===== config.mk =====
export PLATFORM = sky130hd
export DESIGN_NAME = modulo_controlador_conversion_bcd
export DESIGN_NICKNAME = d
export VERILOG_FILES = /design/src/rtl/modulo_controlador_conversion_bcd_pkg.sv /design/src/rtl/modulo_controlador_conversion_bcd_correccion.sv /design/src/rtl/modulo_controlador_conversion_bcd.sv
export SDC_FILE = /design/constraint.sdc
export NUM_CORES = 1
export LEC_CHECK = 0
export BUFFER_PORTS_ARGS = -buffer_cell sky130_fd_sc_hd__buf_2
export CAP_MARGIN = 20
export CORE_AREA = 2 2 62 64
export DETAILED_ROUTE_END_ITERATION = 7
export DIE_AREA = 0 0 64 66
export GPL_TIMING_DRIVEN = 1
export HOLD_SLACK_MARGIN = 0.1
export MAX_ROUTING_LAYER = met4
export PLACE_DENSITY = 0.84
export SLEW_MARGIN = 15
export SYNTH_ARGS = -nofsm -noshare
export SYNTH_HDL_FRONTEND = slang
export SYNTH_SLANG_ARGS = --single-unit
export TNS_END_PERCENT = 50

===== constraint.sdc =====
create_clock -name reloj -period 1.78 [get_ports reloj]
set_clock_uncertainty 0.15 [all_clocks]
set_input_delay 0.089 -clock reloj [delete_from_list [all_inputs] [get_ports reloj]]
set_output_delay 0.089 -clock reloj [all_outputs]
set_load 0.01 [all_outputs]

===== src/rtl/modulo_controlador_conversion_bcd_pkg.sv =====
// rtl/modulo_controlador_conversion_bcd_pkg.sv - shared FSM state type and BCD digit constants
package paqueteConversionBCD;

  // Controller states: idle, one shift/correct iteration per clock, completion strobe
  typedef enum logic [1:0] {
    ESPERA    = 2'd0,
    DESPLAZAR = 2'd1,
    FIN       = 2'd2
  } estado_t;

  // Width of one BCD digit
  localparam int ANCHO_DIGITO = 4;
  // Digits at or above this value would overflow past 9 after doubling
  localparam int UMBRAL_CORRECCION = 5;
  // Amount added so the doubled digit carries into the next decade
  localparam int VALOR_CORRECCION = 3;

endpackage


===== src/rtl/modulo_controlador_conversion_bcd_correccion.sv =====
// rtl/modulo_controlador_conversion_bcd_correccion.sv - per-digit add-3 correction ahead of a shift
module modulo_correccion_digito
  import paqueteConversionBCD::*;
(
  input  logic [ANCHO_DIGITO-1:0] digito_i,
  output logic [ANCHO_DIGITO-1:0] digito_o
);

  localparam logic [ANCHO_DIGITO-1:0] UMBRAL = ANCHO_DIGITO'(UMBRAL_CORRECCION);
  localparam logic [ANCHO_DIGITO-1:0] VALOR  = ANCHO_DIGITO'(VALOR_CORRECCION);

  // Add 3 when the digit would exceed 9 once shifted left
  always_comb begin
    digito_o = digito_i;
    if (digito_i >= UMBRAL) begin
      digito_o = digito_i + VALOR;
    end
  end

endmodule


===== src/rtl/modulo_controlador_conversion_bcd.sv =====
// rtl/modulo_controlador_conversion_bcd.sv - iterative double-dabble binary to BCD converter
module modulo_controlador_conversion_bcd
  import paqueteConversionBCD::*;
#(
  parameter int ANCHO   = 8,
  parameter int DIGITOS = 3
) (
  input  logic                 reloj,
  input  logic                 reinicio,
  input  logic                 inicio,
  input  logic [ANCHO-1:0]     entradaBinario,
  output logic                 ocupado,
  output logic                 listo,
  output logic [4*DIGITOS-1:0] salidaBCD
);

  // Caller must choose DIGITOS so that 10^DIGITOS > 2^ANCHO-1 (8/3 and 4/2 are the intended pairs)
  localparam int ANCHO_CNT = $clog2(ANCHO + 1);
  localparam int ANCHO_BCD = ANCHO_DIGITO * DIGITOS;
  localparam logic [ANCHO_CNT-1:0] CNT_FINAL = ANCHO_CNT'(ANCHO);
  localparam logic [ANCHO_CNT-1:0] CNT_UNO   = ANCHO_CNT'(1);

  estado_t              estado_q, estado_d;
  logic [ANCHO-1:0]     desp_q, desp_d;
  logic [ANCHO_BCD-1:0] bcd_q, bcd_d;
  logic [ANCHO_CNT-1:0] cnt_q, cnt_d;
  logic [ANCHO_BCD-1:0] salida_q, salida_d;
  logic                 listo_q, listo_d;
  logic                 ocupado_q, ocupado_d;

  logic [ANCHO_BCD-1:0] corregido;
  logic [ANCHO_BCD-1:0] bcd_sig;
  logic [ANCHO-1:0]     desp_sig;

  // One correction cell per scratch digit, all evaluated in parallel each iteration
  for (genvar i = 0; i < DIGITOS; i++) begin : g_correccion
    modulo_correccion_digito u_correccion (
      .digito_i (bcd_q[i*ANCHO_DIGITO +: ANCHO_DIGITO]),
      .digito_o (corregido[i*ANCHO_DIGITO +: ANCHO_DIGITO])
    );
  end

  // Corrected scratch and operand shift left together as one long register
  always_comb begin
    {bcd_sig, desp_sig} = {corregido, desp_q} << 1;
  end

  // Next-state and datapath control; the result register only updates on the final shift
  always_comb begin
    estado_d = estado_q;
    desp_d   = desp_q;
    bcd_d    = bcd_q;
    cnt_d    = cnt_q;
    salida_d = salida_q;
    listo_d  = 1'b0;
    case (estado_q)
      ESPERA: begin
        if (inicio) begin
          desp_d   = entradaBinario;
          bcd_d    = '0;
          cnt_d    = '0;
          estado_d = DESPLAZAR;
        end
      end
      DESPLAZAR: begin
        bcd_d  = bcd_sig;
        desp_d = desp_sig;
        cnt_d  = cnt_q + CNT_UNO;
        if (cnt_d == CNT_FINAL) begin
          estado_d = FIN;
          salida_d = bcd_sig;
          listo_d  = 1'b1;
        end
      end
      FIN: begin
        estado_d = ESPERA;
      end
      default: begin
        estado_d = ESPERA;
      end
    endcase
    ocupado_d = (estado_d != ESPERA);
  end

  // State and output registers; reset aborts any conversion without a completion strobe
  always_ff @(posedge reloj) begin
    if (!reinicio) begin
      estado_q  <= ESPERA;
      desp_q    <= '0;
      bcd_q     <= '0;
      cnt_q     <= '0;
      salida_q  <= '0;
      listo_q   <= 1'b0;
      ocupado_q <= 1'b0;
    end else begin
      estado_q  <= estado_d;
      desp_q    <= desp_d;
      bcd_q     <= bcd_d;
      cnt_q     <= cnt_d;
      salida_q  <= salida_d;
      listo_q   <= listo_d;
      ocupado_q <= ocupado_d;
    end
  end

  assign ocupado   = ocupado_q;
  assign listo     = listo_q;
  assign salidaBCD = salida_q;

endmodule


==> results_dict.tcl <==
set metrics [dict create \
    status "finished clean" \
    cp_max_fo 8 \
    antenna_found_initial 0 \
    yosysSeqAreaShare_pct 46.21 \
    maxSlewViolCount 0 \
    final_area_sq_mm 0.002171 \
    end_kind "flip-flop" \
    rr_endpoint "desp_q[0]" \
    firstDrtPassIters 4 \
    startpoint "estado_q[1]" \
    fp.dieW_microns 64 \
    drc 0 \
    dieArea_sq_mm 0.004224 \
    initial_core_util_pct 48.80 \
    ctsLongestPathBuffers 2 \
    slew_headroom_pct 52.36 \
    die_h_microns 66 \
    cp_data_required_time_ns 1.88 \
    avgSynthCellArea_sq_um 8.752 \
    grt_first_pass_wirelength_microns 6499 \
    reg2reg_depth 5 \
    vias 1582 \
    cts_tree "yes" \
    antenna_cells 0 \
    ant_nets 0 \
    cts_made_buffers 5 \
    grt_pass1_vias 1516 \
    synth_cell_types 34 \
    pin_count 25 \
    clock.fmax_ghz 0.5773 \
    cp-start-kind "flip-flop" \
    core_area_sq_mm 0.003551 \
    htreeDepth 2 \
    place_congestion 0.7258 \
    track_usage_pct 20.31 \
    leakagePower_nw 0.8530 \
    viasPerCell 5.363 \
    cp_cell_sequence "o21bai_1 -> buf_4 -> a32oi_1 -> dlygate4sd3_1 -> nor2_1" \
    arrival_ns 1.83 \
    synthArstFlopShare_pct 0 \
    powerDensity_mw_per_mm2 692.6 \
    nets 265 \
    setup_viol_count_final 0 \
    area.growth.synth_to_final_pct 25.27 \
    slowest_delay_ns 0.58 \
    synth_top_area_cell "dfxtp_1" \
    synth_fp_nets 216 \
    cp_slowest_cell "dlygate4sd3_1" \
    r2r_start "estado_q[1]" \
    hp-class "flip-flop to flip-flop" \
    cts_sinks 40 \
    cap_viol_max_count 0 \
    synth_area_leaders "dfxtp_1, o21ai_0, nand2_1, ha_1, a21oi_1" \
    numPortBuffers 24 \
    synth_top_cell_area_share_pct 46.21 \
    wire_per_inst_microns 13.22 \
    postSynthCellCount 198 \
    grt_max_degree 16 \
    yosysWarnings 0 \
    synth_ff_type "dfxtp_1" \
    critPathCapture "desp_q[0]" \
    crit_type "flip-flop to flip-flop" \
    yosys_register_bits 40 \
    dp_hpwl_microns 2571 \
    met1_usage_pct 22.09 \
    insertion_delay_ns 0.35 \
    use_met2_pct 35.68 \
    hold_violations 0 \
    place_area_sq_mm 0.001939 \
    busiest_layer "met2" \
    drtIter0Drc 51 \
    peakVddDrop_v 0.0005214 \
    drt-total-wl_microns 3901 \
    grtUsageMet3_pct 5.792 \
    syn-cell-area_sq_mm 0.001733 \
    finalCritPeriodShare_pct 97.32 \
    cts-root-buf "clkbuf_4" \
    rows 22 \
    tns_ns 0 \
    synth_edf_count 0 \
    tightest_slew_ns 0.7120 \
    rsz0062_at_grt "no" \
    path_clk_slew_ns 0.11 \
    period_needed_ns 1.732 \
    r2r_setup_slack_ns 0.05 \
    drive_gt1_share_pct 22.67 \
    overflow 0 \
]
## state kept, by name, indices dropped and copies added, names as in the netlist
signal and count:
listo 1, cnt_q 4, bcd_q 12, salidaBCD 12
estado_q 2, desp_q 8, ocupado 1
## layout make-up
type | count | area (sq um)
Tap cell | 48 | 60.06
Fill cell | 306 | 1380
Sequential cell | 40 | 805.8
Clock inverter | 1 | 5.005
Clock buffer | 6 | 41.29
Inverter | 11 | 41.29
Timing Repair Buffer | 50 | 351.6
Multi-Input combinational cell | 139 | 865.8
## layer usage
layer	up-vias	part of all wire [%]
met4	0	1.5
li1	795	-
met1	754	45
met2	28	50
met5	-	0
met3	5	3.7
## Yosys cell counts, types with 4 or more instances
cell type / instances
a211oi_1: 7
a21oi_1: 12
a311oi_1: 4
clkbuf_1: 4
dfxtp_1: 40
ha_1: 7
inv_1: 10
nand2_1: 25
nand2b_1: 4
nor2_1: 16
nor3b_1: 6
o21ai_0: 19
o21ai_1: 6
o311ai_0: 6
## cell families (layout without fill, tap and decap cells)
| logic type | count (synthesis) | after routing | synth area share (%) |
|---|---|---|---|
| AOI/OAI and AO/OA | 64 | 64 | 23.32 |
| and+or+nand+nor | 61 | 61 | 16.68 |
| DFF | 40 | 40 | 46.21 |
| buffers and inverters | 19 | 68 | 4.765 |
| adders and majority gates | 7 | 7 | 5.054 |
| xor gates and xnor gates | 4 | 4 | 2.022 |
| muxes | 3 | 3 | 1.949 |
## where the power goes
group	total, W	switching, W	internal, W
logic	0.000143	0.0000730	0.0000704
clock network	0.000426	0.000281	0.000146
registers	0.000934	0.0000160	0.000918
total	0.00150	0.000369	0.00113
## worst min-delay path by stage
stage                      startpoint        end  slack [ns]  cells after the start
floorplan           entradaBinario[1]  desp_q[1]        0.10                      2
global placement    entradaBinario[0]  desp_q[0]        0.21                      3
detailed placement  entradaBinario[1]  desp_q[1]        0.22                      3
global route                 bcd_q[9]   bcd_q[9]        0.36                      2
finish                       bcd_q[9]   bcd_q[9]        0.32                      2
CTS                          bcd_q[9]   bcd_q[9]        0.32                      2
## per-stage QoR
step	util, %	setup slack, ns	hold slack (ns)	instances	power [W]
after floorplan	-	0.07197	0.1015	198	0.001019
after global placement	54.62	0.1061	0.2099	271	0.001065
after detailed placement	54.62	0.03996	0.2153	271	0.001068
after CTS	59.58	0.01632	0.3213	291	0.001511
after global routing	61.13	0.0006526	0.3619	295	0.001570
final	61.13	0.04768	0.3215	295	0.001504
## what timing repair did
item	in CTS	in global routing
hold endpoints to repair	35	0
resized for setup	0	8
buffers inserted	0	3
endpoints found under the setup margin	0	14
hold buffers	13	0
## layout by cell type, fill, tap and decap left out, drive strengths merged, types with 6 or more instances in the layout
cell type     n
dfxtp        40
buf          36
nand2        25
o21ai        25
nor2         16
dlygate4sd3  13
a21oi        12
inv          10
ha            7
a211oi        7
o311ai        6
nor3b         6
clkbuf        6
## worst max-delay path, delay by kind of cell (launching register included)
kind / cells / cell delay [ns]
DFF: 1 / 0.38
AOI/OAI and AO/OA: 2 / 0.33
and+or+nand+nor: 1 / 0.04
buffers and inverters: 2 / 0.75
No activity file was read; power rests on OpenSTA's default activity.
